**src/rtl/fib_reverse_walker_if.sv**
```systemverilog
// Handshake bundle for the reverse Fibonacci walker: load request and pair in,
// emitted term stream and walk status out.
interface fib_reverse_walker_if #(
    parameter int WIDTH = 8
);
    logic             start;
    logic [WIDTH-1:0] f_hi;
    logic [WIDTH-1:0] f_lo;
    logic             out_ready;
    logic [WIDTH-1:0] term;
    logic             term_valid;
    logic             busy;
    logic             done;
    logic             error;
    logic [WIDTH-1:0] term_cnt;

    modport master (
        output start, f_hi, f_lo, out_ready,
        input  term, term_valid, busy, done, error, term_cnt
    );

    modport slave (
        input  start, f_hi, f_lo, out_ready,
        output term, term_valid, busy, done, error, term_cnt
    );
endinterface

```
**src/rtl/fib_reverse_walker.sv**
```systemverilog
// Walks a Fibonacci sequence backwards from a loaded pair (F(n), F(n-1)) down to 0,
// one term per accepted handshake, flagging pairs that cannot be Fibonacci neighbours.
module full_adder (
    input  logic a,
    input  logic b,
    input  logic cin,
    output logic sum,
    output logic cout
);
    assign sum  = a ^ b ^ cin;
    assign cout = (a & b) | (cin & (a ^ b));
endmodule

module fib_reverse_walker #(
    parameter int WIDTH = 8
) (
    input  logic                clk,
    input  logic                rst_n,
    fib_reverse_walker_if.slave bus
);
    typedef enum logic [1:0] {
        IDLE = 2'd0,
        RUN  = 2'd1,
        DONE = 2'd2
    } state_t;

    state_t           state_q, state_d;
    logic [WIDTH-1:0] hi_q, hi_d;
    logic [WIDTH-1:0] lo_q, lo_d;
    logic [WIDTH-1:0] cnt_q, cnt_d;
    logic             err_q, err_d;

    // hi - lo computed as hi + ~lo + 1; a clear carry-out means lo > hi (borrow).
    logic [WIDTH:0]   carry;
    logic [WIDTH-1:0] diff;
    logic             borrow;

    assign carry[0] = 1'b1;

    for (genvar i = 0; i < WIDTH; i++) begin : g_sub
        full_adder u_fa (
            .a   (hi_q[i]),
            .b   (~lo_q[i]),
            .cin (carry[i]),
            .sum (diff[i]),
            .cout(carry[i+1])
        );
    end

    assign borrow = ~carry[WIDTH];

    always_comb begin
        // NOTE: every target takes its held value first, so no branch of the case infers a latch.
        state_d = state_q;
        hi_d    = hi_q;
        lo_d    = lo_q;
        cnt_d   = cnt_q;
        err_d   = err_q;

        case (state_q)
            IDLE: begin
                if (bus.start) begin
                    hi_d    = bus.f_hi;
                    lo_d    = bus.f_lo;
                    cnt_d   = '0;
                    err_d   = 1'b0;
                    state_d = RUN;
                end
            end
            RUN: begin
                if (bus.out_ready) begin
                    if (cnt_q != '1) begin
                        cnt_d = cnt_q + 1'b1;
                    end
                    if (hi_q == '0) begin
                        state_d = DONE;
                    end else if (borrow) begin
                        err_d   = 1'b1;
                        state_d = DONE;
                    end else begin
                        hi_d = lo_q;
                        lo_d = diff;
                    end
                end
            end
            DONE: begin
                state_d = IDLE;
            end
            default: begin
                state_d = IDLE;
            end
        endcase
    end

    // NOTE: registers use non-blocking assignments so each one samples pre-edge values.
    always_ff @(posedge clk) begin
        if (!rst_n) begin
            state_q <= IDLE;
            hi_q    <= '0;
            lo_q    <= '0;
            cnt_q   <= '0;
            err_q   <= 1'b0;
        end else begin
            state_q <= state_d;
            hi_q    <= hi_d;
            lo_q    <= lo_d;
            cnt_q   <= cnt_d;
            err_q   <= err_d;
        end
    end

    // hi is never disturbed on the final step, so it doubles as the "last emitted term".
    assign bus.term       = hi_q;
    assign bus.term_valid = (state_q == RUN);
    assign bus.busy       = (state_q == RUN);
    assign bus.done       = (state_q == DONE);
    assign bus.error      = err_q;
    assign bus.term_cnt   = cnt_q;
endmodule
```
**src/flat_wrapper.sv**
```systemverilog
// flat-port wrapper written by rule: the top's interface ports become plain ports
module fib_reverse_walker_flat 
#(
    parameter int WIDTH = 8
)
  (clk, rst_n, bus_start, bus_f_hi, bus_f_lo, bus_out_ready, bus_term, bus_term_valid, bus_busy, bus_done, bus_error, bus_term_cnt);
  fib_reverse_walker_if #(.WIDTH(WIDTH)) bus_i ();
  input  logic clk;
  input  logic rst_n;
  input wire logic [$bits(bus_i.start)-1:0] bus_start;
  input wire logic [$bits(bus_i.f_hi)-1:0] bus_f_hi;
  input wire logic [$bits(bus_i.f_lo)-1:0] bus_f_lo;
  input wire logic [$bits(bus_i.out_ready)-1:0] bus_out_ready;
  output wire logic [$bits(bus_i.term)-1:0] bus_term;
  output wire logic [$bits(bus_i.term_valid)-1:0] bus_term_valid;
  output wire logic [$bits(bus_i.busy)-1:0] bus_busy;
  output wire logic [$bits(bus_i.done)-1:0] bus_done;
  output wire logic [$bits(bus_i.error)-1:0] bus_error;
  output wire logic [$bits(bus_i.term_cnt)-1:0] bus_term_cnt;
  assign bus_i.start = bus_start;
  assign bus_i.f_hi = bus_f_hi;
  assign bus_i.f_lo = bus_f_lo;
  assign bus_i.out_ready = bus_out_ready;
  assign bus_term = bus_i.term;
  assign bus_term_valid = bus_i.term_valid;
  assign bus_busy = bus_i.busy;
  assign bus_done = bus_i.done;
  assign bus_error = bus_i.error;
  assign bus_term_cnt = bus_i.term_cnt;
  fib_reverse_walker #(.WIDTH(WIDTH)) u_core (.clk(clk), .rst_n(rst_n), .bus(bus_i));
endmodule
```
**config.mk**
```make
export PLATFORM = sky130hd
export DESIGN_NAME = fib_reverse_walker_flat
export DESIGN_NICKNAME = d
export VERILOG_FILES = /design/src/rtl/fib_reverse_walker_if.sv /design/src/rtl/fib_reverse_walker.sv /design/src/flat_wrapper.sv
export SDC_FILE = /design/constraint.sdc
export NUM_CORES = 1
export LEC_CHECK = 0
export CAP_MARGIN = 20
export CORE_UTILIZATION = 35
export CTS_CLUSTER_SIZE = 10
export DETAILED_ROUTE_END_ITERATION = 8
export PLACE_DENSITY_LB_ADDON = 0.2
export RECOVER_POWER = 25
export SLEW_MARGIN = 20
export SYNTH_ARGS = -nofsm -noshare
export SYNTH_HDL_FRONTEND = slang
export SYNTH_SLANG_ARGS = --single-unit
```
**constraint.sdc**
```tcl
create_clock -name clk -period 6.6 [get_ports clk]
set_input_delay 1.32 -clock clk [delete_from_list [all_inputs] [get_ports clk]]
set_output_delay 1.32 -clock clk [all_outputs]
set_load 0.05 [all_outputs]
```
==> results of run 1 <==
==> cell usage in the layout, fill, tap and decap left out, drive strengths merged <==
| cell type | count |
|---|---|
| fa | 7 |
| o211ai | 3 |
| or2 | 1 |
| buf | 2 |
| a21boi | 2 |
| nor4 | 2 |
| nor3 | 2 |
| or3b | 1 |
| or4 | 2 |
| nor2 | 6 |
| and4 | 2 |
| o21ai | 13 |
| mux2i | 12 |
| clkbuf | 4 |
| inv | 12 |
| clkdlybuf4s50 | 31 |
| nand2b | 2 |
| dlygate4sd3 | 8 |
| and2 | 2 |
| o211a | 14 |
| xnor2 | 1 |
| nand4 | 1 |
| or3 | 2 |
| clkinv | 1 |
| a211o | 1 |
| nand3 | 3 |
| ha | 2 |
| a2111oi | 1 |
| o221ai | 6 |
| nor2b | 1 |
| a21oi | 4 |
| and3 | 2 |
| a211oi | 2 |
| dfxtp | 27 |
| nand2 | 19 |
==> worst max-delay path, cell delays in order, from the launching register on <==
cell and delay (ns):
dfxtp_1 0.37, inv_1 0.07, ha_1 0.20, fa_1 0.37, fa_1 0.38, fa_1 0.40, fa_1 0.37, inv_1 0.07
fa_1 0.16, inv_1 0.05, fa_1 0.38, fa_1 0.44, a2111oi_2 0.35, buf_4 0.27, or2_1 0.52, mux2i_1 0.24
==> kinds of logic (layout without fill, tap and decap cells) <==
logic type	Yosys count	after routing	share of synthesized area
multiplexers	12	12	0.0746
XOR/XNOR	1	1	0.00544
buffers and inverters	31	58	0.112
AND/OR/NAND/NOR	48	48	0.150
adder cells (fa/ha/maj)	9	9	0.103
AO/OA/AOI/OAI	46	46	0.220
flip-flops	27	27	0.336
==> flip-flops by register name, indices dropped and copies added, names as in the netlist <==
register	flops
u_core.lo_q	8
u_core.bus.term	8
u_core.state_q	2
u_core.bus.error	1
u_core.bus.term_cnt	8
==> cell type report <==
type | count | area, um^2
sequential | 27 | 541
inverter | 13 | 48.8
fill | 420 | 2390
multi-input combinational | 116 | 890
timing repair buffer | 41 | 405
tap | 52 | 65.1
clock buffer | 4 | 45.0
==> routing by layer <==
layer | global-route usage | routed length (um) | up-vias
li1 | - | - | 674
met1 | 0.193 | 1650 | 670
met2 | 0.268 | 1810 | 33
met3 | 0.0233 | 126 | 6
met4 | 0.0467 | 51 | 0
met5 | 0 | 0 | -
==> synthesized netlist by cell type (2+ instances only) <==
cell type  count
fa_1           7
or3_1          2
ha_1           2
and3_1         2
o211a_1       14
o221ai_1       6
and2_1         2
a21oi_1        4
a211oi_1       2
inv_1         12
clkbuf_1       4
o21ai_1        8
buf_4          9
nand2_1       19
o211ai_1       3
nand2b_1       2
nor3_1         2
mux2i_1       12
nor4_1         2
dfxtp_1       27
and4_1         2
a21boi_0       2
or4_1          2
nand3_1        3
buf_2          2
o21ai_0        5
nor2_1         6
==> where the power goes <==
group | switching (mW) | internal, mW | total, mW
combinational | 0.393 | 0.251 | 0.645
sequential | 0.0598 | 0.220 | 0.280
clock | 0.0523 | 0.0433 | 0.0955
total | 0.505 | 0.515 | 1.02
==> stage by stage <==
step / power (mW) / instances
floorplan: 0.802 / 174
global placement: 0.936 / 249
detailed placement: 0.930 / 249
CTS: 1.03 / 253
global route: 1.11 / 253
finish: 1.02 / 253
==> worst max path at each step <==
stage | start | to | slack, ns | depth (start not counted)
2_1_floorplan | u_core.bus.term[0]$_SDFFE_PN0P_ | u_core.lo_q[3]$_SDFFE_PN0P_ | 2.27 | 15
3_3_place_gp | u_core.bus.term[0]$_SDFFE_PN0P_ | u_core.lo_q[4]$_SDFFE_PN0P_ | 1.98 | 15
3_5_place_dp | u_core.bus.term[0]$_SDFFE_PN0P_ | u_core.lo_q[4]$_SDFFE_PN0P_ | 1.88 | 15
4_1_cts | u_core.bus.term[0]$_SDFFE_PN0P_ | u_core.lo_q[4]$_SDFFE_PN0P_ | 1.84 | 15
5_1_grt | u_core.bus.term[0]$_SDFFE_PN0P_ | u_core.lo_q[4]$_SDFFE_PN0P_ | 1.59 | 15
6_report | u_core.bus.term[0]$_SDFFE_PN0P_ | u_core.lo_q[4]$_SDFFE_PN0P_ | 1.88 | 15
==> flow_summary.yaml, run 1 <==
status:
  outcome: "finished, final reports clean"
route:
  wl_mm: 3.63
  wl_per_cell_um: 14.4
  drt-initial-drc-count: 42
  dr.pass1.iters: 4
  vias: 1383
  viasPerCell: 5.47
  drc: 0
  drtAntennaViolNets: 0
layout:
  utilization: 0.455
  nNetsFinal: 231
  finalInstanceArea_um2: 1990
  area_growth_pct: 23.9
  post_route_cells_drive_above_1_share: 0.0348
  n_antenna_cell: 0
place:
  place_ws_ns: 1.88
  port_buffers: 39
  dp_hpwl_mm: 2.60
  place_area_um2: 1950
  routabilityCongestion: 0.747
worst_setup_path:
  path_class: "flip-flop to flip-flop"
  critical_path_required_ns: 6.81
  r2r_cells: 15
  startpoint_type: "flip-flop"
  cp-end-kind: "flip-flop"
  rr_endpoint: "u_core.lo_q[4]$_SDFFE_PN0P_"
  arrival_ns: 4.93
  path_max_fanout: 16
  timing.rr.start: "u_core.bus.term[0]$_SDFFE_PN0P_"
  ff2ff_setup_slack_ns: 1.88
yosys:
  ys_warn_count: 0
  synth_top_area_frac: 0.336
  syn_area_um2: 1610
  syn_avg_cell_area_um2: 9.25
  syn_nets: 203
  synth_edf_count: 0
  yosysUniqueCellTypes: 38
  synth_area_leaders: "dfxtp_1 (34%), fa_1 (8.7%), o211a_1 (8.7%)"
  synth_cells: 174
  synth_flop_cell: "dfxtp_1"
  async_flop_share: 0
  yosysSeqAreaShare: 0.336
  ys_ff_latch: 27
  yosysTopAreaCell: "dfxtp_1"
min_path:
  worstHoldPathCells: 2
  holdCritPathClass: "flip-flop to flip-flop"
  min_to: "u_core.bus.term_cnt[7]$_SDFFE_PN0P_"
  hold_path_startpoint: "u_core.bus.term_cnt[7]$_SDFFE_PN0P_"
sta:
  hold_viol_final: 0
  final.setup.worst_slack_ns: 1.88
  finalMaxSlewViolations: 0
  setup_viol: 0
  fin_skew_ns: 0.00505
  slew_headroom: 0.286
  min_period_over_period: 0.715
  max_freq_ghz: 0.212
  final.setup.tns_ns: 0
  period_minus_slack_ns: 4.72
  worst_pin_slew_ns: 1.07
  rsz0062_at_grt: "false"
  holdWs_ns: 0.485
clock_tree:
  clock-sinks: 27
  post_cts_resized: 0
  cts_tree: "done"
  clkTransAtPathRegs_ns: 0.09
  postCtsSetupBuffers: 0
  cts.path.max_buffers: 2
  htree_levels: 1
  cts_root_buf: "clkbuf_8"
  insertion_delay_ns: 0.27
  numCtsBuffers: 3
  cts_hold_buffers: 0
job:
  drv_cap: 0
floorplan:
  coreArea_um2: 4380
  io_pins: 40
  start_util: 0.367
  rows: 24
  die_y_um: 69.8
  dieWidth_um: 69.8
  floorplan.die_area_um2: 4880
grt:
  grt_usage: 0.153
  grt-ovfl-total: 0
  grt_pass1_vias: 1324
  grt_max_degree: 25
  antenna_found_initial: 0
  grt_pass1_wl_mm: 6.06
power_and_ir_drop:
  power_density_nw_per_um2: 511
  p_leak_nw: 0.908
  vdd_drop_max_mv: 0.283
(Power assumes the default switching activity.)
==> run 2: changes to the inputs <==
==> constraint.sdc (replaced) <==
create_clock -name clk -period 4.7 [get_ports clk]
set_input_delay 0.94 -clock clk [delete_from_list [all_inputs] [get_ports clk]]
set_output_delay 0.94 -clock clk [all_outputs]
set_load 0.05 [all_outputs]
==> flow_summary.yaml, run 2 (synthesis gave the netlist of run 1 again) <==
status:
  outcome: "finished, final reports clean"
route:
  viasPerCell: 5.40
  top_layer_used: "met4"
  drc: 0
  wl_mm: 3.69
  wl_per_cell_um: 14.5
  wl_met3_um: 142
  wl_met1_mm: 1.59
  vias: 1377
  dr.pass1.iters: 4
  drt-initial-drc-count: 60
  drtAntennaViolNets: 0
  wl_met2_mm: 1.93
clock_tree:
  cts_root_buf: "clkbuf_8"
  clkTransAtPathRegs_ns: 0.10
  post_cts_resized: 0
  insertion_delay_ns: 0.27
  htree_levels: 1
  cts.path.max_buffers: 2
  postCtsSetupBuffers: 0
  cts_hold_buffers: 0
  numCtsBuffers: 3
  cts_tree: "done"
  clock-sinks: 27
layout:
  final_common_cell: "clkdlybuf4s50_1"
  mostFrequentLayoutCells: "clkdlybuf4s50_1 (32), dfxtp_1 (27), nand2_1 (19), o211a_1 (14)"
  utilization: 0.459
  n_antenna_cell: 0
  post_route_cells_drive_above_1_share: 0.0493
  area_growth_pct: 24.9
  nNetsFinal: 233
  layout.cells.non_filler: 255
floorplan:
  floorplan.die_area_um2: 4880
  dieWidth_um: 69.8
  start_util: 0.367
  coreArea_um2: 4380
  rows: 24
  io_pins: 40
  die_y_um: 69.8
grt:
  grt-ovfl-total: 0
  grt_usage: 0.168
  grt_pass1_vias: 1395
  antenna_found_initial: 0
  grt_pass1_wl_mm: 6.65
  grt_max_degree: 25
worst_setup_path:
  cp_top_family: "adder cells"
  startpoint_type: "flip-flop"
  cp.buffers_inverters: 4
  crit_top_cell: "fa_1"
  path_max_fanout: 14
  cp-end-kind: "flip-flop"
  cp_slowest_cell: "fa_1"
  critical_path_required_ns: 4.87
  path_class: "flip-flop to flip-flop"
  crit_chain: "inv_1, ha_1, fa_1, fa_1, fa_1, fa_1, inv_1, fa_1, inv_1, fa_1, fa_1, a2111oi_2, buf_4, o221ai_1, o211a_1"
  cp_slowest_stage_delay_ns: 0.44
  arrival_ns: 4.56
sta:
  slew_headroom: 0.462
  period_minus_slack_ns: 4.38
  setup_viol: 0
  finalMaxSlewViolations: 0
  min_period_over_period: 0.933
  max_freq_ghz: 0.228
  rsz0062_at_grt: "false"
  hold_viol_final: 0
  fin_skew_ns: 0.00429
  final.setup.tns_ns: 0
  worst_pin_slew_ns: 0.804
place:
  routabilityCongestion: 0.760
  dp_hpwl_mm: 2.80
  port_buffers: 39
  numPlacedInstances: 251
job:
  drv_cap: 0
power_and_ir_drop:
  vdd_drop_max_mv: 0.429
  power_density_nw_per_um2: 719
  p_leak_nw: 0.917
min_path:
  holdCritPathClass: "flip-flop to flip-flop"
run 2: through the flow:
step	power [mW]	setup slack, ns	hold WS (ns)	instance area, um^2
floorplan	1.13	0.375	0.468	1610
global placement	1.30	0.351	0.464	1960
detailed placement	1.32	0.227	0.485	1960
CTS	1.46	0.177	0.499	2010
global route	1.58	0.0973	0.515	2010
finish	1.45	0.317	0.498	2010
run 2: layout make-up:
| cell class | count | area [um^2] |
|---|---|---|
| fill | 421 | 2370 |
| multi-input combinational | 116 | 892 |
| timing repair buffer | 43 | 420 |
| inverter | 13 | 48.8 |
| tap | 52 | 65.1 |
| sequential | 27 | 541 |
| clock buffer | 4 | 45.0 |
run 2: path summary, 6_finish.rpt:
kind,end,startpoint,depth (start not counted),slack (ns)
hold / removal,u_core.bus.term_cnt[1]$_SDFFE_PN0P_,u_core.bus.term_cnt[1]$_SDFFE_PN0P_,2,0.50
setup / recovery,u_core.lo_q[1]$_SDFFE_PN0P_,u_core.bus.term[0]$_SDFFE_PN0P_,15,0.32
hold reg to reg,u_core.bus.term_cnt[1]$_SDFFE_PN0P_,u_core.bus.term_cnt[1]$_SDFFE_PN0P_,2,0.50
setup reg to reg,u_core.lo_q[1]$_SDFFE_PN0P_,u_core.bus.term[0]$_SDFFE_PN0P_,15,0.32
run 2: worst reg2reg max path: cells and delay by family, from the launching register on:
family	cells	cell delay, ns
AOI/OAI and AO/OA	3	0.71
adders and majority gates	8	2.71
buffers and inverters	4	0.47
DFF	1	0.38
run 2: routing by layer:
layer | vias up | GRT usage
li1 | 674 | -
met1 | 671 | 0.210
met2 | 30 | 0.301
met3 | 2 | 0.0334
met4 | 0 | 0.0267
met5 | - | 0
run 2: report_power, final:
group / leakage, nW / switching [mW] / internal (mW)
sequential: 0.222 / 0.0868 / 0.309
clock: 0.0228 / 0.0735 / 0.0608
combinational: 0.672 / 0.551 / 0.367
==> run 3: changes to the inputs <==
--- a/config.mk
+++ b/config.mk
@@ -7,7 +7,7 @@
 export LEC_CHECK = 0
 export CAP_MARGIN = 20
 export CORE_UTILIZATION = 35
-export CTS_CLUSTER_SIZE = 10
+export CTS_CLUSTER_SIZE = 12
 export DETAILED_ROUTE_END_ITERATION = 8
 export PLACE_DENSITY_LB_ADDON = 0.2
 export RECOVER_POWER = 25
==> results of run 3 <==
No change in the layout: final DEF, timing and power equal those of run 2.
